### src/rtl/arb_pkg.sv
// Shared types and constants for the instruction/data SRAM bus arbiter.
package arb_pkg;

    typedef enum logic [1:0] {
        ST_IDLE = 2'd0,
        ST_ADDR = 2'd1,
        ST_WAIT = 2'd2
    } state_e;

    typedef enum logic [1:0] {
        OWN_NONE = 2'd0,
        OWN_INST = 2'd1,
        OWN_DATA = 2'd2
    } owner_e;

    // kseg0 and kseg1 both start with 2'b10 and fold onto the low 512 MiB.
    localparam logic [1:0]  KSEG01_TOP = 2'b10;
    localparam int          PHYS_W     = 29;
    localparam logic [31:0] PHYS_MASK  = (32'd1 << PHYS_W) - 32'd1;

endpackage

### src/rtl/sram_bus_arbiter_addr_map.sv
// Virtual-to-physical translation for the unmapped MIPS segments.
module addr_map
    import arb_pkg::*;
#(
    parameter int ADDR_W = 32
) (
    input  logic [ADDR_W-1:0] vaddr_i,
    output logic [ADDR_W-1:0] paddr_o
);

    localparam logic [ADDR_W-1:0] MASK = ADDR_W'(PHYS_MASK);

    always_comb begin
        if (vaddr_i[ADDR_W-1 -: 2] == KSEG01_TOP) begin
            paddr_o = vaddr_i & MASK;
        end else begin
            paddr_o = vaddr_i;
        end
    end

endmodule

### src/rtl/sram_bus_arbiter.sv
// Shares one SRAM-like bus between the core's instruction and data ports,
// one transaction at a time, data first, and freezes the pipeline meanwhile.
module sram_bus_arbiter
    import arb_pkg::*;
#(
    parameter int ADDR_W = 32,
    parameter int DATA_W = 32
) (
    input  logic                clk,
    input  logic                rst,

    input  logic                inst_req,
    input  logic [ADDR_W-1:0]   inst_addr,
    output logic [DATA_W-1:0]   inst_rdata,

    input  logic                data_req,
    input  logic [DATA_W/8-1:0] data_wen,
    input  logic [ADDR_W-1:0]   data_addr,
    input  logic [DATA_W-1:0]   data_wdata,
    output logic [DATA_W-1:0]   data_rdata,

    output logic                stall,

    output logic                mem_req,
    output logic                mem_wr,
    output logic [DATA_W/8-1:0] mem_wstrb,
    output logic [ADDR_W-1:0]   mem_addr,
    output logic [DATA_W-1:0]   mem_wdata,
    input  logic                mem_addr_ok,
    input  logic                mem_data_ok,
    input  logic [DATA_W-1:0]   mem_rdata
);

    localparam int STRB_W = DATA_W / 8;

    state_e              state_q, state_d;
    owner_e              owner_q, owner_d;
    logic                inst_served_q, inst_served_d;
    logic                data_served_q, data_served_d;
    logic                mem_req_q, mem_req_d;
    logic                mem_wr_q, mem_wr_d;
    logic [STRB_W-1:0]   mem_wstrb_q, mem_wstrb_d;
    logic [ADDR_W-1:0]   mem_addr_q, mem_addr_d;
    logic [DATA_W-1:0]   mem_wdata_q, mem_wdata_d;
    logic [DATA_W-1:0]   inst_rdata_q, inst_rdata_d;
    logic [DATA_W-1:0]   data_rdata_q, data_rdata_d;

    logic                inst_pend;
    logic                data_pend;
    logic                owner_live;
    logic [ADDR_W-1:0]   issue_vaddr;
    logic [ADDR_W-1:0]   issue_paddr;

    assign inst_pend = inst_req & ~inst_served_q;
    assign data_pend = data_req & ~data_served_q;
    assign stall     = inst_pend | data_pend;

    assign issue_vaddr = data_pend ? data_addr : inst_addr;

    addr_map #(
        .ADDR_W (ADDR_W)
    ) u_addr_map (
        .vaddr_i (issue_vaddr),
        .paddr_o (issue_paddr)
    );

    // A flushed requester still lets its bus transaction finish, but the
    // returned word must not be recorded as served.
    assign owner_live = (owner_q == OWN_DATA) ? data_req :
                        (owner_q == OWN_INST) ? inst_req : 1'b0;

    always_comb begin
        // NOTE: every _d starts at its _q so no path through the case leaves
        // a signal unassigned, which would otherwise infer a latch.
        state_d       = state_q;
        owner_d       = owner_q;
        inst_served_d = inst_served_q;
        data_served_d = data_served_q;
        mem_req_d     = mem_req_q;
        mem_wr_d      = mem_wr_q;
        mem_wstrb_d   = mem_wstrb_q;
        mem_addr_d    = mem_addr_q;
        mem_wdata_d   = mem_wdata_q;
        inst_rdata_d  = inst_rdata_q;
        data_rdata_d  = data_rdata_q;

        // The pipeline advances on any edge without stall, so the next
        // instruction's requests must be treated as new.
        if (!stall) begin
            inst_served_d = 1'b0;
            data_served_d = 1'b0;
        end

        case (state_q)
            ST_IDLE: begin
                if (data_pend) begin
                    mem_req_d   = 1'b1;
                    mem_wr_d    = |data_wen;
                    mem_wstrb_d = data_wen;
                    mem_addr_d  = issue_paddr;
                    mem_wdata_d = data_wdata;
                    owner_d     = OWN_DATA;
                    state_d     = ST_ADDR;
                end else if (inst_pend) begin
                    mem_req_d   = 1'b1;
                    mem_wr_d    = 1'b0;
                    mem_wstrb_d = '0;
                    mem_addr_d  = issue_paddr;
                    mem_wdata_d = '0;
                    owner_d     = OWN_INST;
                    state_d     = ST_ADDR;
                end
            end

            ST_ADDR: begin
                if (mem_addr_ok) begin
                    mem_req_d = 1'b0;
                    state_d   = ST_WAIT;
                end
            end

            ST_WAIT: begin
                if (mem_data_ok) begin
                    if (owner_live) begin
                        if (owner_q == OWN_DATA) begin
                            data_rdata_d  = mem_rdata;
                            data_served_d = 1'b1;
                        end else begin
                            inst_rdata_d  = mem_rdata;
                            inst_served_d = 1'b1;
                        end
                    end
                    owner_d = OWN_NONE;
                    state_d = ST_IDLE;
                end
            end

            default: begin
                state_d = ST_IDLE;
            end
        endcase
    end

    // NOTE: non-blocking assignments keep every register updating from the
    // same pre-edge values, independent of statement order.
    always_ff @(posedge clk or negedge rst) begin
        if (!rst) begin
            state_q       <= ST_IDLE;
            owner_q       <= OWN_NONE;
            inst_served_q <= 1'b0;
            data_served_q <= 1'b0;
            mem_req_q     <= 1'b0;
            mem_wr_q      <= 1'b0;
            mem_wstrb_q   <= '0;
            mem_addr_q    <= '0;
            mem_wdata_q   <= '0;
            inst_rdata_q  <= '0;
            data_rdata_q  <= '0;
        end else begin
            state_q       <= state_d;
            owner_q       <= owner_d;
            inst_served_q <= inst_served_d;
            data_served_q <= data_served_d;
            mem_req_q     <= mem_req_d;
            mem_wr_q      <= mem_wr_d;
            mem_wstrb_q   <= mem_wstrb_d;
            mem_addr_q    <= mem_addr_d;
            mem_wdata_q   <= mem_wdata_d;
            inst_rdata_q  <= inst_rdata_d;
            data_rdata_q  <= data_rdata_d;
        end
    end

    assign mem_req    = mem_req_q;
    assign mem_wr     = mem_wr_q;
    assign mem_wstrb  = mem_wstrb_q;
    assign mem_addr   = mem_addr_q;
    assign mem_wdata  = mem_wdata_q;
    assign inst_rdata = inst_rdata_q;
    assign data_rdata = data_rdata_q;

endmodule

### config.mk
export PLATFORM = sky130hd
export DESIGN_NAME = sram_bus_arbiter
export DESIGN_NICKNAME = d
export VERILOG_FILES = /design/src/rtl/arb_pkg.sv /design/src/rtl/sram_bus_arbiter_addr_map.sv /design/src/rtl/sram_bus_arbiter.sv
export SDC_FILE = /design/constraint.sdc
export NUM_CORES = 1
export LEC_CHECK = 0
export ABC_AREA = 1
export BUFFER_PORTS_ARGS = -buffer_cell sky130_fd_sc_hd__buf_2
export CAP_MARGIN = 20
export CORE_MARGIN = 2
export CORE_UTILIZATION = 49
export CTS_BUF_LIST = sky130_fd_sc_hd__clkbuf_4 sky130_fd_sc_hd__clkbuf_8
export CTS_CLUSTER_DIAMETER = 60
export CTS_CLUSTER_SIZE = 28
export DETAILED_ROUTE_END_ITERATION = 6
export GPL_TIMING_DRIVEN = 0
export PLACE_DENSITY = 0.94
export SYNTH_ARGS = -nofsm -noshare
export SYNTH_HDL_FRONTEND = slang
export SYNTH_HIERARCHICAL = 1
export SYNTH_SLANG_ARGS = --single-unit
### constraint.sdc
create_clock -name clk -period 1.82 [get_ports clk]
set_input_delay 0.364 -clock clk [delete_from_list [all_inputs] [get_ports clk]]
set_output_delay 0.364 -clock clk [all_outputs]
set_load 0.01 [all_outputs]
==> out/qor.txt <==
VDD IR-drop max = 639.4 uV
# fillers = 936
Adder-Cell Fraction of Synth Area = 0%
Final Cycle Share = 94.27%
critical path arrival = 1.35 ns
Total Power = 12.40 mW
slowest stage delay, CP = 0.37 ns
Max-Cap Viols = 0
I/O pin count = 273
Flop pwr share = 40.4%
Simple-Gate Fraction of Synth Area = 34.39%
status = completed
Setup TNS Final = 0 ns
largest net degree at the start of global routing = 84
routed len/inst = 13.68 um
Worst-path clk slew = 0.07 ns
crit-path max FO = 10
Seq cells post-synth = 140
ANT cells = 0
Mapped Nets = 889
Bufs on Longest Clock Path = 2
worst skew pair latency = 0.43 ns
Port Buf Inserts = 272
final wirelength = 16780 um
Placer Congestion = 0.8930
CTS root buf = clkbuf_8
Routed Antenna Nets = 0
dpl cells = 1192
library cells used by synthesis = 18
fin crit period = 1.716 ns
vias per cell = 4.910
most common cell after layout, fill and taps aside = nand2_1
DP HPWL = 12480 um
Cell Area, Synth = 0.006105 sq mm
syn_area_per_cell = 8.129 sq um
core area = 0.01206 sq mm
Crit. End Element = output port
clock power share = 22.4%
Net Sw Frac = 37.77%
yosys warns = 6
Hold Vio Cnt, Final = 0
largest family of logic cells by synthesized area = simple AND/OR/NAND/NOR gates
FMAX = 0.5829 GHz
row cnt = 40
setup violators final = 0
Gate power share = 37.2%
DP Area = 0.007710 sq mm
Worst Path Required = 1.46 ns
Remaining DRCs = 0
Die X = 115.6 um
die height = 115.6 um
total track usage = 25.40%
first-pass GRT wire length = 26650 um
drt first pass iters = 5
Worst Tran Pin Value = 0.5318 ns
vias in the first global route = 5622
non-filler cells, final = 1227
CTS Buf Count = 17
initial antenna violation count = 0
Hold Path Class = input pin to flop
post-synthesis mux area share = 0%
DIE AREA = 0.01337 sq mm
Slew HR = 64.55%
xor and xnor area share after synthesis = 0%
depth of the CTS H-tree = 4
P_int = 7.717 mW
Leakage Power = 5.100 nW
DRT iter0 DRCs = 653
Final Slew Violations = 0
worst path cell trace = inv_2 -> nand2_4 -> nand2_8 -> clkbuf_8 -> buf_2
net switching power = 4.684 mW
CTS tree = done
Synth Instances = 751
Startpoint Class = flop
Critical-path top delay cell = dfrtp_1
most frequent cells in the layout = 409 x nand2_1, 296 x buf_2, 140 x dfrtp_1
Final #Nets = 1184
DR vias = 6025
Power Density = 1506 mW/mm^2
Post-Layout Inst Area = 0.008233 sq mm
GRT overflow = 0
end-of-flow core utilization = 68.26%
layout cell share with drive strength beyond 1 = 35.32%
critical path class = flop to output port
Worst Skew = 0.007545 ns
Reg2Reg Setup Slack = 0.19 ns
area delta synth->final = 34.86%
Seq/Total Area, Yosys = 57.39%
CTS sink cnt = 140
Starting Density = 50.61%
Compound-Gate Fraction of Synth Area = 0.7584%
## synthesized netlist by cell type
master / count / share of area (%)
a21oi_2: 1 / 0.14
buf_1: 5 / 0.31
buf_2: 25 / 2.0
buf_4: 29 / 3.6
clkbuf_1: 11 / 0.68
dfrtp_1: 140 / 57
inv_1: 12 / 0.74
inv_2: 2 / 0.12
nand2_1: 411 / 25
nand2_2: 1 / 0.10
nand3_1: 100 / 8.2
nand3b_1: 1 / 0.12
nand4_1: 1 / 0.10
nor2_1: 2 / 0.12
nor2_2: 2 / 0.20
nor3_4: 1 / 0.27
o21ai_0: 6 / 0.49
o31ai_1: 1 / 0.12
## state kept, by name, indices dropped and copies added, names as in the netlist
signal         count
mem_addr          32
owner_q            2
mem_req            1
inst_served_q      1
inst_rdata        32
data_rdata        32
state_q            2
mem_wr             1
mem_wdata         32
mem_wstrb          4
data_served_q      1
## critical path: cells and delay by family (launching register included)
| family | cells | cell delay (ns) |
|---|---|---|
| buffers and inverters | 3 | 0.36 |
| DFF | 1 | 0.37 |
| and+or+nand+nor | 2 | 0.17 |
## per-stage QoR
stage | hold slack, ns | worst slack (ns)
6_report | 0.1206 | 0.1043
5_1_grt | 0.08145 | -0.0004764
4_1_cts | 0.08542 | 0.006976
3_5_place_dp | 0.3644 | -0.09474
3_3_place_gp | 0.4482 | -1.458
2_1_floorplan | 0.06841 | 0.3933
## layer usage
metal	vias to the layer above	global-route usage [%]	share of wire, %
met5	-	0	0
met4	0	11.27	3.3
met3	53	6.328	6.9
met2	304	43.00	50
met1	2766	30.92	39
li1	2902	-	-
## worst paths after layout
check | cells after the start | startpoint | to
min reg2reg | 2 | inst_rdata[22]$_DFFE_PN0P_ | inst_rdata[22]$_DFFE_PN0P_
min in group asynchronous | 2 | rst | inst_rdata[6]$_DFFE_PN0P_
min | 2 | mem_addr_ok | state_q[0]$_DFFE_PN0P_
max reg2reg | 9 | data_served_q$_DFF_PN0_ | mem_addr[6]$_DFFE_PN0P_
max in group asynchronous | 3 | rst | mem_addr[2]$_DFFE_PN0P_
max | 5 | data_served_q$_DFF_PN0_ | stall
## kinds of logic (layout without fill, tap and decap cells)
kind of cell / count (synthesis) / count (layout)
AOI/OAI and AO/OA: 8 / 8
DFF: 140 / 140
and+or+nand+nor: 519 / 519
buffers and inverters: 84 / 392
## cell type report
type / instances / area, sq um / share of cell area (%)
Buffer: 70 / 414.1 / 5.030
Clock buffer: 21 / 289.0 / 3.511
Clock inverter: 11 / 163.9 / 1.991
Inverter: 14 / 52.55 / 0.6383
Multi-Input combinational cell: 527 / 2180 / 26.47
Sequential cell: 140 / 3503 / 42.55
Tap cell: 168 / 210.2 / 2.553
Timing Repair Buffer: 276 / 1420 / 17.25
## timing repair
action                     in CTS  in global routing
hold endpoints to repair       57                  0
hold buffers                    1                  0
setup buffers                   2                  0
resized for setup               8                  6
setup endpoints to repair       2                 27
pin swaps                       1                  0
## power by group through the flow
stage / clock network, mW / registers [mW] / logic, mW
after floorplan: 0 / 5.55 / 1.97
final: 2.78 / 5.00 / 4.62
after CTS: 2.82 / 4.98 / 4.65
after global routing: 2.98 / 5.12 / 5.17
after global placement: 0 / 4.97 / 4.44
after detailed placement: 0 / 5.01 / 4.63
(Power assumes the default switching activity.)
